**config.mk**
```make
export PLATFORM = sky130hd
export DESIGN_NAME = ram_port_arbiter
export DESIGN_NICKNAME = d
export VERILOG_FILES = /design/src/rtl/ram_arb_pkg.sv /design/src/rtl/rd_tag_pipe.sv /design/src/rtl/ram_port_arbiter.sv
export SDC_FILE = /design/constraint.sdc
export NUM_CORES = 1
export LEC_CHECK = 0
export CORE_UTILIZATION = 42
export DETAILED_ROUTE_END_ITERATION = 16
export HOLD_SLACK_MARGIN = 0.02
export PLACE_DENSITY = 0.87
export SLEW_MARGIN = 25
export SYNTH_ARGS = -nofsm -noshare
export SYNTH_HDL_FRONTEND = slang
export SYNTH_HIERARCHICAL = 1
export SYNTH_SLANG_ARGS = --single-unit
export TNS_END_PERCENT = 10
```
**constraint.sdc**
```tcl
create_clock -name clk_50M -period 2.7 [get_ports clk_50M]
set_input_delay 0.54 -clock clk_50M [delete_from_list [all_inputs] [get_ports clk_50M]]
set_output_delay 0.54 -clock clk_50M [all_outputs]
set_load 0.01 [all_outputs]
```
**src/rtl/ram_arb_pkg.sv**
```systemverilog
// Shared defaults, FSM state encoding and requester ids for the RAM port arbiter.
package ram_arb_pkg;

  localparam int AW_DEF     = 8;
  localparam int DW_DEF     = 8;
  localparam int RD_LAT_DEF = 2;

  typedef enum logic [1:0] {
    ST_IDLE  = 2'd0,
    ST_ARB   = 2'd1,
    ST_CLEAR = 2'd2
  } arb_state_e;

  typedef enum logic {
    ID_A = 1'b0,
    ID_B = 1'b1
  } req_id_e;

endpackage

```
**src/rtl/rd_tag_pipe.sv**
```systemverilog
// Tracks outstanding reads so each rvalid pulse lands RD_LAT cycles after its
// ram_rden cycle and is steered to the requester that issued the read.
module rd_tag_pipe
  import ram_arb_pkg::*;
#(
  parameter int RD_LAT = RD_LAT_DEF
) (
  input  logic    clk,
  input  logic    rst_n,
  input  logic    in_valid,
  input  req_id_e in_id,
  output logic    a_rvalid,
  output logic    b_rvalid
);

  logic [RD_LAT-1:0] valid_q, valid_d;
  logic [RD_LAT-1:0] id_q, id_d;

  always_comb begin
    valid_d = (valid_q << 1) | RD_LAT'(in_valid);
    id_d    = (id_q << 1) | RD_LAT'(logic'(in_id));
  end

  always_ff @(posedge clk or negedge rst_n) begin
    if (!rst_n) begin
      valid_q <= '0;
      id_q    <= '0;
    end else begin
      valid_q <= valid_d;
      id_q    <= id_d;
    end
  end

  assign a_rvalid = valid_q[RD_LAT-1] && (req_id_e'(id_q[RD_LAT-1]) == ID_A);
  assign b_rvalid = valid_q[RD_LAT-1] && (req_id_e'(id_q[RD_LAT-1]) == ID_B);

endmodule

```
**src/rtl/ram_port_arbiter.sv**
```systemverilog
// Two-requester single-port RAM arbiter with round-robin tie break and a
// zero-fill clear sequence that owns the RAM port while it runs.
module ram_port_arbiter
  import ram_arb_pkg::*;
#(
  parameter int AW     = AW_DEF,
  parameter int DW     = DW_DEF,
  parameter int RD_LAT = RD_LAT_DEF
) (
  input  logic          clk_50M,
  input  logic          RST_N,
  input  logic          a_req,
  input  logic          a_we,
  input  logic [AW-1:0] a_addr,
  input  logic [DW-1:0] a_wdata,
  input  logic          b_req,
  input  logic          b_we,
  input  logic [AW-1:0] b_addr,
  input  logic [DW-1:0] b_wdata,
  output logic          a_gnt,
  output logic          b_gnt,
  output logic          a_rvalid,
  output logic          b_rvalid,
  output logic [DW-1:0] rdata,
  input  logic          clr_start,
  output logic          busy,
  output logic [AW-1:0] ram_address,
  output logic [DW-1:0] ram_data,
  output logic          ram_wren,
  output logic          ram_rden,
  input  logic [DW-1:0] ram_q
);

  arb_state_e    state_q, state_d;
  logic [AW-1:0] ram_address_q, ram_address_d;
  logic [DW-1:0] ram_data_q, ram_data_d;
  logic          ram_wren_q, ram_wren_d;
  logic          ram_rden_q, ram_rden_d;
  logic          a_gnt_q, a_gnt_d;
  logic          b_gnt_q, b_gnt_d;
  logic          busy_q, busy_d;
  req_id_e       last_q, last_d;

  logic          a_elig, b_elig, pick_b, arb_en;

  // A requester still holding req in its own grant cycle is already being served.
  assign a_elig = a_req && !a_gnt_q;
  assign b_elig = b_req && !b_gnt_q;
  assign pick_b = b_elig && (!a_elig || (last_q == ID_A));

  always_comb begin
    state_d       = state_q;
    ram_address_d = ram_address_q;
    ram_data_d    = ram_data_q;
    ram_wren_d    = 1'b0;
    ram_rden_d    = 1'b0;
    a_gnt_d       = 1'b0;
    b_gnt_d       = 1'b0;
    busy_d        = 1'b0;
    last_d        = last_q;
    arb_en        = 1'b0;

    case (state_q)
      ST_CLEAR: begin
        if (ram_address_q == '1) begin
          state_d = ST_IDLE;
          arb_en  = 1'b1;
        end else begin
          busy_d        = 1'b1;
          ram_wren_d    = 1'b1;
          ram_address_d = ram_address_q + AW'(1);
          ram_data_d    = '0;
        end
      end
      default: begin
        if (clr_start) begin
          state_d       = ST_CLEAR;
          busy_d        = 1'b1;
          ram_wren_d    = 1'b1;
          ram_address_d = '0;
          ram_data_d    = '0;
        end else begin
          arb_en  = 1'b1;
          state_d = (a_elig || b_elig) ? ST_ARB : ST_IDLE;
        end
      end
    endcase

    // The final clear cycle also arbitrates so a waiting request issues immediately.
    if (arb_en && (a_elig || b_elig)) begin
      ram_address_d = pick_b ? b_addr : a_addr;
      ram_data_d    = pick_b ? b_wdata : a_wdata;
      ram_wren_d    = pick_b ? b_we : a_we;
      ram_rden_d    = pick_b ? !b_we : !a_we;
      a_gnt_d       = !pick_b;
      b_gnt_d       = pick_b;
      last_d        = pick_b ? ID_B : ID_A;
    end
  end

  always_ff @(posedge clk_50M or negedge RST_N) begin
    if (!RST_N) begin
      state_q       <= ST_IDLE;
      ram_address_q <= '0;
      ram_data_q    <= '0;
      ram_wren_q    <= 1'b0;
      ram_rden_q    <= 1'b0;
      a_gnt_q       <= 1'b0;
      b_gnt_q       <= 1'b0;
      busy_q        <= 1'b0;
      last_q        <= ID_B;
    end else begin
      state_q       <= state_d;
      ram_address_q <= ram_address_d;
      ram_data_q    <= ram_data_d;
      ram_wren_q    <= ram_wren_d;
      ram_rden_q    <= ram_rden_d;
      a_gnt_q       <= a_gnt_d;
      b_gnt_q       <= b_gnt_d;
      busy_q        <= busy_d;
      last_q        <= last_d;
    end
  end

  rd_tag_pipe #(
    .RD_LAT(RD_LAT)
  ) u_rd_tag_pipe (
    .clk      (clk_50M),
    .rst_n    (RST_N),
    .in_valid (ram_rden_q),
    .in_id    (req_id_e'(b_gnt_q)),
    .a_rvalid (a_rvalid),
    .b_rvalid (b_rvalid)
  );

  assign ram_address = ram_address_q;
  assign ram_data    = ram_data_q;
  assign ram_wren    = ram_wren_q;
  assign ram_rden    = ram_rden_q;
  assign a_gnt       = a_gnt_q;
  assign b_gnt       = b_gnt_q;
  assign busy        = busy_q;
  assign rdata       = (a_rvalid || b_rvalid) ? ram_q : '0;

endmodule

```
==> out/results.tsv <==
stage	metric	value	unit
clock_tree	max-clock-path-buffers	2	
final_layout	finish.utilization	70.5	%
sta	hold_viol	0	
global_route	grt_max_degree	29	
critical_path	r2r_slack	690	ps
sta	slew-limit-headroom	62.7	%
final_layout	antenna_cells	0	
critical_path	critPathKind	flop to output port	
sta	rsz0062_at_grt	false	
logic_synthesis	synth_edf_count	0	
logic_synthesis	synth_compound_area_share	25.1	%
route	drc_errors	0	
critical_path	rr_startpoint	ram_address[0]	
logic_synthesis	synth_most_common_cell	dfrtp_1	
clock_tree	numCtsBuffers	3	
critical_path	rr_endpoint	ram_address[1]	
logic_synthesis	synthTopCellsByArea	dfrtp_1, a2bb2oi_1, o21ai_0	
sta	tns	0	ps
clock_tree	clock_sinks	28	
clock_tree	clk_pin_slew	140	ps
route	drtAntennaViolNets	0	
sta	setup_violations	0	
worst_hold_path	worst_hold_path_type	flop to flop	
die	core.rowCount	21	
power_and_ir_drop	p_per_area	613	mW/mm2
worst_hold_path	hold_depth	0	
sta	worst_pin_slew	559	ps
placement	portBuffers	77	
power_and_ir_drop	ir_drop	0.416	mV
global_route	grt.overflow.total	0	
final_layout	postLayoutCellArea	0.00239	mm2
critical_path	start_kind	flop	
logic_synthesis	yosys.area.top_type_share	44.8	%
worst_hold_path	hold_start	u_rd_tag_pipe/id_q[0]	
clock_tree	post_cts_buffers	0	
die	die_y	61.9	um
logic_synthesis	synth_common_cells	dfrtp_1, nand2_1, o21ai_0	
route	first_iter_violations	73	
final_layout	drive_above_1_share	8.58	%
critical_path	worstPathArrival	1860	ps
sta	period_needed	2400	ps
clock_tree	cts_resized	0	
clock_tree	htree_levels	1	
route	vias	1475	
sta	skew	7.94	ps
final_layout	nets	282	
route	firstDrtPassIters	4	
power_and_ir_drop	p_leak	0.999	nW
final_layout	area_delta_synth_final	58.5	%
logic_synthesis	async_reset_ff_share	100	%
logic_synthesis	yosysSeqAreaShare	46.5	%
clock_tree	clk-insertion-delay-late	330	ps
logic_synthesis	synth_cells	153	
critical_path	worstPathMaxFanout	8	
logic_synthesis	synth_mux_area_share	1.33	%
route	vias_per_cell	5.29	
final_layout	n_fill_cell	263	
critical_path	reg2reg_depth	5	
worst_hold_path	min_delay_worst_endpoint	u_rd_tag_pipe/id_q[1]	
route	wirelength	3870	um
global_route	grt_pass1_vias	1314	
logic_synthesis	mappedNetlistArea	0.00151	mm2
sta	max_freq	0.416	GHz
placement	place_area	0.00234	mm2
logic_synthesis	synth_area_leader_cell	dfrtp_1	
die	die_area	0.00384	mm2
sta	post-route-period-util	89.0	%
logic_synthesis	syn_area_per_cell	9.86	um2
logic_synthesis	synth-simple-area-share	21.5	%
logic_synthesis	syn_nets	201	
die	core-area	0.00339	mm2
logic_synthesis	yosys_warnings	6	
clock_tree	cts_hold_buf	0	
die	start_util	44.5	%
critical_path	required	2160	ps
logic_synthesis	ys_ff_latch	28	
sta	slew_violations	0	
die	die_x	61.9	um
clock_tree	cts_tree	yes	
global_route	grt_pass1_wl	5980	um
flow_run	maxCapViolations	0	
route	wl_per_cell	13.9	um
logic_synthesis	synth_xor_area_share	2.32	%
logic_synthesis	synthAdderAreaFrac	0.829	%
die	ios	78	
global_route	antenna_found_initial	0	
logic_synthesis	yosysUniqueCellTypes	41	
global_route	grt.total_usage	21.5	%
placement	routabilityCongestion	0.901	
logic_synthesis	ys.flop_type	dfrtp_1	
logic_synthesis	synth_top_family_by_area	compound AO/OA/AOI/OAI gates	
run_status	status	finished clean	
critical_path	worst_setup_path_end_kind	output port	
placement	dp_hpwl	2920	um
clock_tree	cts-root-buf	clkbuf_4	
[critical path, cell delays in order (launching register included)]
cell             delay, ps
dfrtp_1                390
and2_2                 190
nor2_1                 360
nor2b_1                100
clkdlybuf4s50_1        490
[area by class of cell]
type,instances,area (um2),share of cell area (%)
timing repair buffer,80,793,33.2
multi-input combinational,117,771,32.2
sequential,28,702,29.4
tap,46,57.6,2.41
clock inverter,1,30.0,1.26
clock buffer,3,22.5,0.942
inverter,4,15.0,0.628
[power by group]
part | internal, W | leakage [nW] | total [W] | switching (W)
clock network | 0.000150 | 0.0279 | 0.000275 | 0.000125
logic | 0.000340 | 0.614 | 0.000575 | 0.000235
registers | 0.000499 | 0.357 | 0.000616 | 0.000117
[registers in the layout (all words and copies together), names as in the netlist]
signal	cells
ram_address	8
last_q	1
u_rd_tag_pipe/id_q	2
ram_wren	1
b_gnt	1
u_rd_tag_pipe/valid_q	2
ram_data	8
state_q	2
a_gnt	1
ram_rden	1
busy	1
[how the worst max path moves through the flow]
stage                        startpoint        endpoint  slack, ps  depth (start not counted)
6_report       u_rd_tag_pipe/valid_q[1]        rdata[6]        300                          4
5_1_grt        u_rd_tag_pipe/valid_q[1]        rdata[7]         90                          4
4_1_cts        u_rd_tag_pipe/valid_q[1]        rdata[6]        270                          4
3_5_place_dp                      a_req  ram_address[7]        440                          6
3_3_place_gp                   ram_q[6]        rdata[6]        490                          3
2_1_floorplan            ram_address[0]     ram_data[1]       1020                          7
[cell usage in the layout, fill, tap and decap left out, drive strengths merged, types with 6 or more instances in the layout]
master / synthesis / routed
a21oi: 6 / 6
a2bb2oi: 8 / 8
clkdlybuf4s50: 0 / 77
dfrtp: 27 / 27
nand2: 19 / 19
nand3: 7 / 7
nor2: 6 / 6
nor2b: 9 / 9
o21ai: 16 / 16
[per-stage QoR]
stage | total power [W] | hold WS, ps | setup WS [ps] | std cells
floorplan | 0.000916 | 244 | 1020 | 153
global placement | 0.00118 | 332 | 492 | 275
detailed placement | 0.00120 | 336 | 442 | 275
CTS | 0.00147 | 370 | 267 | 279
global route | 0.00156 | 384 | 94.5 | 279
finish | 0.00147 | 367 | 298 | 279
[layer usage]
metal	global-route usage [%]	wire (um)	up-vias
met1	29.7	1730	680
li1	-	-	712
met4	6.98	34	0
met3	2.69	305	5
met5	0	0	-
met2	35.3	1800	78
[kinds of logic (layout without fill, tap and decap cells)]
kind of cell               after synthesis  after routing
buffers and inverters                    8             88
xor gates and xnor gates                 4              4
muxes                                    2              2
adders and majority gates                1              1
DFF                                     28             28
AOI/OAI and AO/OA                       53             53
and+or+nand+nor                         57             57
(Power assumes the default switching activity.)
